**src/rtl/serial_bus_pkg.sv**
```systemverilog
// Shared state encoding and helpers for the bit-serial bus slave.
package serial_bus_pkg;

    typedef enum logic [3:0] {
        IDLE,
        REQ,
        SPLIT,
        READY,
        ADDR,
        MODE,
        WDATA,
        PAR,
        COMMIT,
        RDATA
    } slv_state_t;

    localparam logic MODE_WRITE = 1'b1;
    localparam logic MODE_READ  = 1'b0;

    function automatic int max3(input int a, input int b, input int c);
        int m;
        m = (a > b) ? a : b;
        return (m > c) ? m : c;
    endfunction

    function automatic int idx_w(input int depth);
        return (depth > 1) ? $clog2(depth) : 1;
    endfunction

endpackage

```
**src/rtl/serial_slave_mem_regfile.sv**
```systemverilog
// Storage words for the serial slave: synchronous write, combinational read.
// Words are not reset; they power up at INIT_VAL.
module slave_regfile #(
    parameter int                 DEPTH    = 16,
    parameter int                 DATA_W   = 8,
    parameter int                 IDX_W    = 4,
    parameter logic [DATA_W-1:0]  INIT_VAL = '0
) (
    input  logic              clk,
    input  logic              we_i,
    input  logic [IDX_W-1:0]  widx_i,
    input  logic [DATA_W-1:0] wdata_i,
    input  logic [IDX_W-1:0]  ridx_i,
    output logic [DATA_W-1:0] rdata_o
);

    logic [DATA_W-1:0] mem_q [DEPTH] = '{default: INIT_VAL};

    always_ff @(posedge clk) begin
        if (we_i) begin
            mem_q[widx_i] <= wdata_i;
        end
    end

    assign rdata_o = mem_q[ridx_i];

endmodule

```
**src/rtl/serial_slave_mem.sv**
```systemverilog
// Bit-serial bus slave with local storage, SPLIT support and range check.
// Define SERIAL_SLAVE_PARITY_EN to add an even-parity bit to every frame.
module serial_slave_mem
    import serial_bus_pkg::*;
#(
    parameter int                ADDR_W     = 12,
    parameter int                DATA_W     = 8,
    parameter int                DEPTH      = 16,
    parameter int                ACK_CYCLES = 4,
    parameter logic [DATA_W-1:0] INIT_VAL   = DATA_W'(8'hD3)
) (
    input  logic clk,
    input  logic rstn,
    input  logic rx,
    output logic tx,
    input  logic busy,
    output logic split,
    output logic wr_done,
    output logic err
);

`ifdef SERIAL_SLAVE_PARITY_EN
    localparam bit PAR_EN = 1'b1;
`else
    localparam bit PAR_EN = 1'b0;
`endif

    localparam int IDX_W   = idx_w(DEPTH);
    localparam int RD_LAST = DATA_W + (PAR_EN ? 1 : 0);
    localparam int CNT_MAX = max3(ADDR_W, RD_LAST, ACK_CYCLES);
    localparam int CNT_W   = $clog2(CNT_MAX + 1);

    slv_state_t        state_q, state_d;
    logic [CNT_W-1:0]  cnt_q, cnt_d;
    logic              tx_q, tx_d;
    logic [ADDR_W-1:0] addr_q, addr_d;
    logic [DATA_W-1:0] wdata_q, wdata_d;
    logic [DATA_W-1:0] rdata_q, rdata_d;
    logic              par_q, par_d;
    logic              rpar_q, rpar_d;

    logic              oor;
    logic              ok;
    logic              we;
    logic [DATA_W-1:0] rd_word;
    logic [DATA_W-1:0] rd_sel;

    // Compare one bit wider so DEPTH == 2**ADDR_W does not wrap to zero.
    assign oor    = {1'b0, addr_q} >= (ADDR_W+1)'(DEPTH);
    assign ok     = !oor && (!PAR_EN || (par_q == ^wdata_q));
    assign rd_sel = oor ? '0 : rd_word;

    slave_regfile #(
        .DEPTH    (DEPTH),
        .DATA_W   (DATA_W),
        .IDX_W    (IDX_W),
        .INIT_VAL (INIT_VAL)
    ) u_regfile (
        .clk     (clk),
        .we_i    (we),
        .widx_i  (addr_q[IDX_W-1:0]),
        .wdata_i (wdata_q),
        .ridx_i  (addr_q[IDX_W-1:0]),
        .rdata_o (rd_word)
    );

    always_comb begin
        state_d = state_q;
        cnt_d   = cnt_q;
        tx_d    = tx_q;
        addr_d  = addr_q;
        wdata_d = wdata_q;
        rdata_d = rdata_q;
        par_d   = par_q;
        rpar_d  = rpar_q;
        we      = 1'b0;
        unique case (state_q)
            IDLE: begin
                cnt_d = '0;
                tx_d  = 1'b1;
                if (!rx) state_d = REQ;
            end
            REQ: begin
                if (busy) begin
                    state_d = SPLIT;
                end else begin
                    tx_d    = 1'b0;
                    state_d = READY;
                end
            end
            SPLIT: begin
                if (!busy && !rx) begin
                    tx_d    = 1'b0;
                    state_d = READY;
                end
            end
            READY: begin
                if (cnt_q == CNT_W'(ACK_CYCLES - 1)) begin
                    cnt_d   = '0;
                    state_d = ADDR;
                end else begin
                    cnt_d = cnt_q + 1'b1;
                end
            end
            ADDR: begin
                addr_d = {rx, addr_q[ADDR_W-1:1]};
                if (cnt_q == CNT_W'(ADDR_W - 1)) begin
                    cnt_d   = '0;
                    state_d = MODE;
                end else begin
                    cnt_d = cnt_q + 1'b1;
                end
            end
            MODE: begin
                unique case (rx)
                    MODE_WRITE: state_d = WDATA;
                    MODE_READ: begin
                        rdata_d = rd_sel;
                        rpar_d  = ^rd_sel;
                        state_d = RDATA;
                    end
                    default: state_d = IDLE;
                endcase
            end
            WDATA: begin
                wdata_d = {rx, wdata_q[DATA_W-1:1]};
                if (cnt_q == CNT_W'(DATA_W - 1)) begin
                    cnt_d   = '0;
                    state_d = PAR_EN ? PAR : COMMIT;
                end else begin
                    cnt_d = cnt_q + 1'b1;
                end
            end
            PAR: begin
                par_d   = rx;
                state_d = COMMIT;
            end
            COMMIT: begin
                we      = ok;
                tx_d    = 1'b1;
                state_d = IDLE;
            end
            RDATA: begin
                if (cnt_q < CNT_W'(DATA_W)) begin
                    tx_d    = rdata_q[0];
                    rdata_d = rdata_q >> 1;
                    cnt_d   = cnt_q + 1'b1;
                end else if (PAR_EN && cnt_q == CNT_W'(DATA_W)) begin
                    tx_d  = rpar_q;
                    cnt_d = cnt_q + 1'b1;
                end else begin
                    tx_d    = 1'b1;
                    cnt_d   = '0;
                    state_d = IDLE;
                end
            end
            default: begin
                tx_d    = 1'b1;
                cnt_d   = '0;
                state_d = IDLE;
            end
        endcase
    end

    always_ff @(posedge clk or negedge rstn) begin
        if (!rstn) begin
            state_q <= IDLE;
            cnt_q   <= '0;
            tx_q    <= 1'b1;
            addr_q  <= '0;
            wdata_q <= '0;
            rdata_q <= '0;
            par_q   <= 1'b0;
            rpar_q  <= 1'b0;
        end else begin
            state_q <= state_d;
            cnt_q   <= cnt_d;
            tx_q    <= tx_d;
            addr_q  <= addr_d;
            wdata_q <= wdata_d;
            rdata_q <= rdata_d;
            par_q   <= par_d;
            rpar_q  <= rpar_d;
        end
    end

    assign tx      = tx_q;
    assign split   = (state_q == SPLIT);
    assign wr_done = (state_q == COMMIT) && ok;
    assign err     = ((state_q == COMMIT) && !ok) ||
                     ((state_q == RDATA) && (cnt_q == CNT_W'(RD_LAST)) && oor);

endmodule

```
**config.mk**
```make
export PLATFORM = sky130hd
export DESIGN_NAME = serial_slave_mem
export DESIGN_NICKNAME = d
export VERILOG_FILES = /design/src/rtl/serial_bus_pkg.sv /design/src/rtl/serial_slave_mem_regfile.sv /design/src/rtl/serial_slave_mem.sv
export SDC_FILE = /design/constraint.sdc
export NUM_CORES = 1
export LEC_CHECK = 0
export BUFFER_PORTS_ARGS = -buffer_cell sky130_fd_sc_hd__buf_2
export CAP_MARGIN = 30
export CORE_ASPECT_RATIO = 0.5
export CORE_MARGIN = 5
export CORE_UTILIZATION = 59
export CTS_CLUSTER_DIAMETER = 150
export CTS_CLUSTER_SIZE = 16
export DETAILED_ROUTE_END_ITERATION = 8
export GPL_ROUTABILITY_DRIVEN = 1
export GPL_TIMING_DRIVEN = 1
export PLACE_DENSITY_LB_ADDON = 0.05
export SYNTH_ARGS = -nofsm -noshare
export SYNTH_HDL_FRONTEND = slang
export SYNTH_SLANG_ARGS = --single-unit
```
**constraint.sdc**
```tcl
create_clock -name clk -period 4.5 [get_ports clk]
set_clock_uncertainty 0.2 [all_clocks]
set_input_delay 0.9 -clock clk [delete_from_list [all_inputs] [get_ports clk]]
set_output_delay 0.9 -clock clk [all_outputs]
set_load 0.02 [all_outputs]
```
==> impl_metrics.yaml, run 1 <==
run_status:
  status: "finished, final reports clean"
logic_synthesis:
  post_synth_inst_count: 420
  syn-num-nets: 427
  yosysWarnings: 0
  ys.flop_type: "edfxtp_1"
  ys_ff_latch: 165
  synth_area_per_cell_sq_um: 16.49
  async_flop_share_pct: 22.42
  netlist_area_sq_um: 6925
  ys_seq_area_share_pct: 68.89
  ys_types: 53
  synth_edf_count: 128
power:
  peakVddDrop_uv: 258.5
  leakage_nw: 2.657
  power.total_mw: 3.959
  combPwrFrac_pct: 13.8
  switching_share_pct: 29.03
  clkPwrFrac_pct: 34.1
  pwr_density_cell_nw_per_um2: 515.0
  intPower_mw: 2.810
  switching_power_mw: 1.149
  seqPwrFrac_pct: 52.1
placed_design:
  dpl.cell_count: 580
  port_buffers: 7
  place_area_sq_um: 7141
  post-place-ws_ns: 1.326
  finalWeightedCongestion: 0.8101
  hpwl_um: 9177
worst_setup_path:
  critPathBufInv: 2
  r2r_setup_slack_ns: 1.43
  path_delay_family: "simple AND/OR/NAND/NOR gates"
  cp_max_fo: 19
  critical_path_required_ns: 3.40
  crit_start: "state_q[3]"
  r2r_end: "u_regfile.mem_q[0][6]"
  cp.arrival_ns: 2.25
  timing.rr.start: "state_q[3]"
  cp-endpoint: "wr_done"
  slowest_delay_ns: 0.72
  reg2regPathDepth: 4
  endpoint_kind: "output pin"
  crit_type: "flip-flop to output pin"
  path_depth: 4
  slowest_stage: "dfrtp_1"
  critPathLaunchType: "flip-flop"
  worstPathCellList: "nand2b_1, or4_4, inv_1, buf_2"
clock_tree:
  clkTransAtPathRegs_ns: 0.06
  htree_levels: 4
  ctsResizeCount: 0
  cts_buffers: 17
  postCtsHoldBufs: 0
  cts_root_buf: "clkbuf_16"
  cts_setup_buffers: 0
  worst_skew_pair.late_latency_ns: 0.42
  cts_tree: "yes"
  cts_buffer_depth: 2
  cts_sinks: 165
grt:
  grt_usage_pct: 22.17
  grt_antenna_before_repair: 0
  grt_pass1_wl_um: 22440
  use_met2_pct: 33.98
  overflow: 0
  grt_use_met1_pct: 31.48
  gr-usage-met3_pct: 6.176
  top_usage_layer: "met2"
  grt_max_degree: 38
  grt_pass1_vias: 3892
flow_run:
  cap_violations: 0
detailed_routing:
  wl_um: 14040
  dr_total_vias: 3705
  drt_iter0_drc: 377
  ant_nets: 0
  dr.pass1.iters: 5
  drcViolationCount: 0
  wire_per_inst_um: 22.91
  via_per_inst: 6.044
cells_and_area:
  fillers: 819
  stdcell_area_sq_um: 7687
  synthToLayoutAreaGrowth_pct: 11.00
  insertedDiodeCount: 0
  fin_util_pct: 66.09
  layout_commonest_cell: "edfxtp_1"
  final_cells: 613
  drive_gt1_share_pct: 26.34
  layout_common_cells: "edfxtp_1 (128), dfrtp_1 (36), nor2_1 (30), mux2_2 (30), mux4_2 (30)"
  fin_nets: 442
floorplanning:
  dieWidth_um: 163.2
  initial_core_util_pct: 59.54
  num_rows: 28
  io_pins: 8
  die_h_um: 86.61
  fp.coreArea_sq_um: 11630
  die-area_sq_um: 14140
timing:
  hold_slack_ns: 0.3002
  fin_tns_setup_ns: 0
  final_hold_viol_count: 0
  fin_crit_ns: 3.352
  slew_violations: 0
  max_slew_margin_pct: 38.45
  fmax_mhz: 298.4
  timing.final.crit_share_pct: 74.48
  grt_setup_unrepaired: "no"
  setup_viol: 0
  fin_ws_ns: 1.148
  worst_pin_slew_ns: 0.9232
min_path:
  hold_path.class: "flip-flop to flip-flop"
  min_from: "rdata_q[7]"
## kinds of logic after synthesis
kind of cell               after synthesis  synth area share [%]
adders and majority gates                4                0.6866
muxes                                   66                 15.52
buffers and inverters                   33                 2.457
AOI/OAI and AO/OA                       53                 4.716
and+or+nand+nor                         97                 7.480
DFF                                    165                 68.89
xor gates and xnor gates                 2                0.2530
## synth_stat cells, drive strengths merged, types with 2 or more instances
master / n / area, sq um
a211oi: 2 / 15.01
a21o: 2 / 15.01
a21oi: 22 / 110.1
a22oi: 5 / 37.54
a2bb2oi: 2 / 17.52
and3: 2 / 13.77
buf: 14 / 98.84
clkbuf: 10 / 37.54
dfrtp: 36 / 900.9
edfxtp: 128 / 3844
ha: 3 / 37.54
inv: 9 / 33.78
mux2: 31 / 349.1
mux2i: 5 / 50.05
mux4: 30 / 675.7
nand2: 14 / 52.55
nand2b: 7 / 43.79
nand3: 5 / 25.02
nand3b: 3 / 22.52
nand4: 2 / 12.51
nor2: 30 / 112.6
nor2b: 7 / 43.79
nor3: 17 / 90.09
nor4: 3 / 31.28
nor4b: 2 / 23.77
o21ai: 10 / 50.04
or3: 2 / 17.52
xnor2: 2 / 17.52
## power groups by stage
stage	sequential, mW	combinational (mW)	clock, mW
6_report	2.06	0.545	1.35
5_1_grt	2.09	0.618	1.45
3_3_place_gp	2.08	0.532	0
4_1_cts	2.06	0.551	1.37
3_5_place_dp	2.10	0.550	0
2_1_floorplan	1.96	0.495	0
## state kept, by name, indices dropped and copies added (netlist names)
| register | flops |
|---|---|
| u_regfile.mem_q | 128 |
| addr_q | 12 |
| rdata_q | 8 |
| wdata_q | 8 |
| cnt_q | 4 |
| state_q | 4 |
| tx | 1 |
## worst min path at each step
stage / to / slack [ns] / depth (start not counted)
after floorplan: rdata_q[7] / 0.25 / 1
after global placement: rdata_q[7] / 0.26 / 1
after detailed placement: rdata_q[7] / 0.29 / 1
after CTS: rdata_q[7] / 0.30 / 1
after global routing: rdata_q[7] / 0.31 / 1
final: rdata_q[7] / 0.30 / 1
## routing by layer
metal | up-vias | wire length [um] | share of wire (%)
met1 | 1897 | 6291 | 45
met2 | 127 | 6567 | 47
met3 | 14 | 1023 | 7.3
met5 | - | 0 | 0
met4 | 0 | 161 | 1.1
li1 | 1667 | - | -
## worst register-to-register path, delay by kind of cell, from the launching register on
| kind | cells | cell delay, ns |
|---|---|---|
| and+or+nand+nor | 4 | 1.77 |
| DFF | 1 | 0.72 |
## area by class of cell
type	instances	area, sq um	area share, %
clock buffer	17	425.4	5.534
timing repair buffer	20	150.1	1.953
clock inverter	15	116.4	1.514
multi-input combinational	222	1984	25.81
sequential	165	4771	62.06
inverter	9	33.78	0.4395
tap	165	206.4	2.686
Power figures use the tool's default switching activity.
==> run 2: changes to the inputs <==
==> constraint.sdc (replaced) <==
create_clock -name clk -period 3.2 [get_ports clk]
set_clock_uncertainty 0.2 [all_clocks]
set_input_delay 0.64 -clock clk [delete_from_list [all_inputs] [get_ports clk]]
set_output_delay 0.64 -clock clk [all_outputs]
set_load 0.02 [all_outputs]
==> run 2 against run 1 <==
Worst hold slack worse by 0.21 ns. Critical path depth is 1 higher. Clock power is 47% higher. Sequential share of layout area is 1.0 points lower. Non-clock buffer count is 14 higher. Setup slack worse by 0.99 ns. Die area stayed put. Power is 44% higher. First-iteration DRC count is 21% higher. Global-route usage is 0.43 points lower. Flip-flop and latch count stayed put. Critical endpoint unchanged.
==> impl_metrics.yaml, run 2 (synthesis gave the netlist of run 1 again) <==
grt:
  overflow: 0
  grt_pass1_vias: 3851
  gr-usage-met3_pct: 5.416
  grt_max_degree: 38
  top_usage_layer: "met2"
  grt_use_met1_pct: 31.91
  grt_pass1_wl_um: 22270
  grt_usage_pct: 21.73
  grt_antenna_before_repair: 0
  use_met2_pct: 32.78
clock_tree:
  cts_sinks: 165
  htree_levels: 4
  postCtsHoldBufs: 0
  cts_buffer_depth: 2
  worst_skew_pair.late_latency_ns: 0.42
  cts_buffers: 17
  clkTransAtPathRegs_ns: 0.07
  cts_tree: "yes"
  ctsResizeCount: 0
  cts_root_buf: "clkbuf_16"
  cts_setup_buffers: 0
floorplanning:
  fp.coreArea_sq_um: 11630
  num_rows: 28
  die_h_um: 86.61
  die-area_sq_um: 14140
  initial_core_util_pct: 59.54
  dieWidth_um: 163.2
  io_pins: 8
detailed_routing:
  ant_nets: 0
  drcViolationCount: 0
  wl_um: 14230
  drt_iter0_drc: 456
  dr_total_vias: 3786
  via_per_inst: 6.038
  wire_per_inst_um: 22.70
  dr.pass1.iters: 5
cells_and_area:
  drive_gt1_share_pct: 28.79
  fin_util_pct: 67.22
  layout_common_cells: "edfxtp_1 (128), dfrtp_1 (36), nor2_1 (30), mux2_2 (30), mux4_2 (30)"
  reg.largest.list: "u_regfile.mem_q (128), addr_q (12)"
  insertedDiodeCount: 0
  regMostFlops: "u_regfile.mem_q"
  layout_commonest_cell: "edfxtp_1"
  fin_nets: 456
  synthToLayoutAreaGrowth_pct: 12.90
  largest_reg_flops: 128
timing:
  fin_crit_ns: 3.040
  timing.final.crit_share_pct: 94.99
  worst_pin_slew_ns: 0.9814
  max_slew_margin_pct: 34.57
  grt_setup_unrepaired: "no"
  slew_violations: 0
  setup_viol: 0
  fin_tns_setup_ns: 0
  fmax_mhz: 329.0
  fin_ws_ns: 0.1604
  final_hold_viol_count: 0
worst_setup_path:
  cp_max_fo: 6
  path_delay_family: "simple AND/OR/NAND/NOR gates"
  critPathLaunchType: "flip-flop"
  r2r_end: "u_regfile.mem_q[0][6]"
  worstPathCellList: "nor4_2, nand2_1, or4_4, inv_1, buf_2"
  cp.arrival_ns: 2.20
  crit_type: "flip-flop to output pin"
  critical_path_required_ns: 2.36
  r2r_setup_slack_ns: 0.35
  critPathBufInv: 2
  reg2regPathDepth: 5
  endpoint_kind: "output pin"
  slowest_stage: "or4_4"
  timing.rr.start: "addr_q[11]"
  slowest_delay_ns: 0.57
run_status:
  status: "finished, final reports clean"
power:
  leakage_nw: 2.745
  pwr_density_cell_nw_per_um2: 728.6
  peakVddDrop_uv: 347.6
placed_design:
  finalWeightedCongestion: 0.8604
  hpwl_um: 9194
  post-place-ws_ns: 0.3601
  port_buffers: 7
min_path:
  hold_path.class: "primary input to asynchronous set/reset pin"
flow_run:
  cap_violations: 0
-- run 2: cell types whose count changed in the layout (fill, tap and decap cells not counted), sizes merged --
cell and delta:
buf +14, clkinvlp -1, inv -2, clkinv +3
-- run 2: how the worst max path moves through the flow --
stage | to | depth (start not counted) | startpoint | slack, ns
3_3_place_gp | u_regfile.mem_q[0][0] | 5 | addr_q[11] | 0.41
4_1_cts | wr_done | 5 | addr_q[11] | 0.15
3_5_place_dp | u_regfile.mem_q[0][0] | 5 | addr_q[11] | 0.36
5_1_grt | wr_done | 5 | addr_q[6] | 0.006
2_1_floorplan | u_regfile.mem_q[12][0] | 7 | addr_q[11] | 0.28
6_report | wr_done | 5 | addr_q[11] | 0.16
-- run 2: area by class of cell --
type                    count  area [sq um]
multi-input cells         222          1984
flip-flops and latches    165          4771
clock buffers              17         425.4
clock inverters            15         160.2
inverters                   9         33.78
repair buffers             34         237.7
well taps                 165         206.4
fillers                   783          3812
-- run 2: per-layer routing --
layer | part of all wire (%) | wire, um
met2 | 46 | 6536
met5 | 0 | 0
met4 | 1.5 | 213
met3 | 5.6 | 802
met1 | 47 | 6680
-- run 2: per-stage QoR --
stage	hold WS (ns)	instance area [sq um]	power, mW	instances
2_1_floorplan	0.1444	6925	3.458	420
3_3_place_gp	0.2608	7233	3.693	595
3_5_place_dp	0.2670	7233	3.744	595
4_1_cts	0.1333	7819	5.723	627
5_1_grt	0.1866	7819	5.960	627
6_report	0.09302	7819	5.697	627
-- run 2: where the power goes --
part,leakage [nW],internal [mW],switching (mW)
registers,1.68,2.57,0.230
clock network,0.284,1.04,0.943
logic,0.786,0.395,0.512
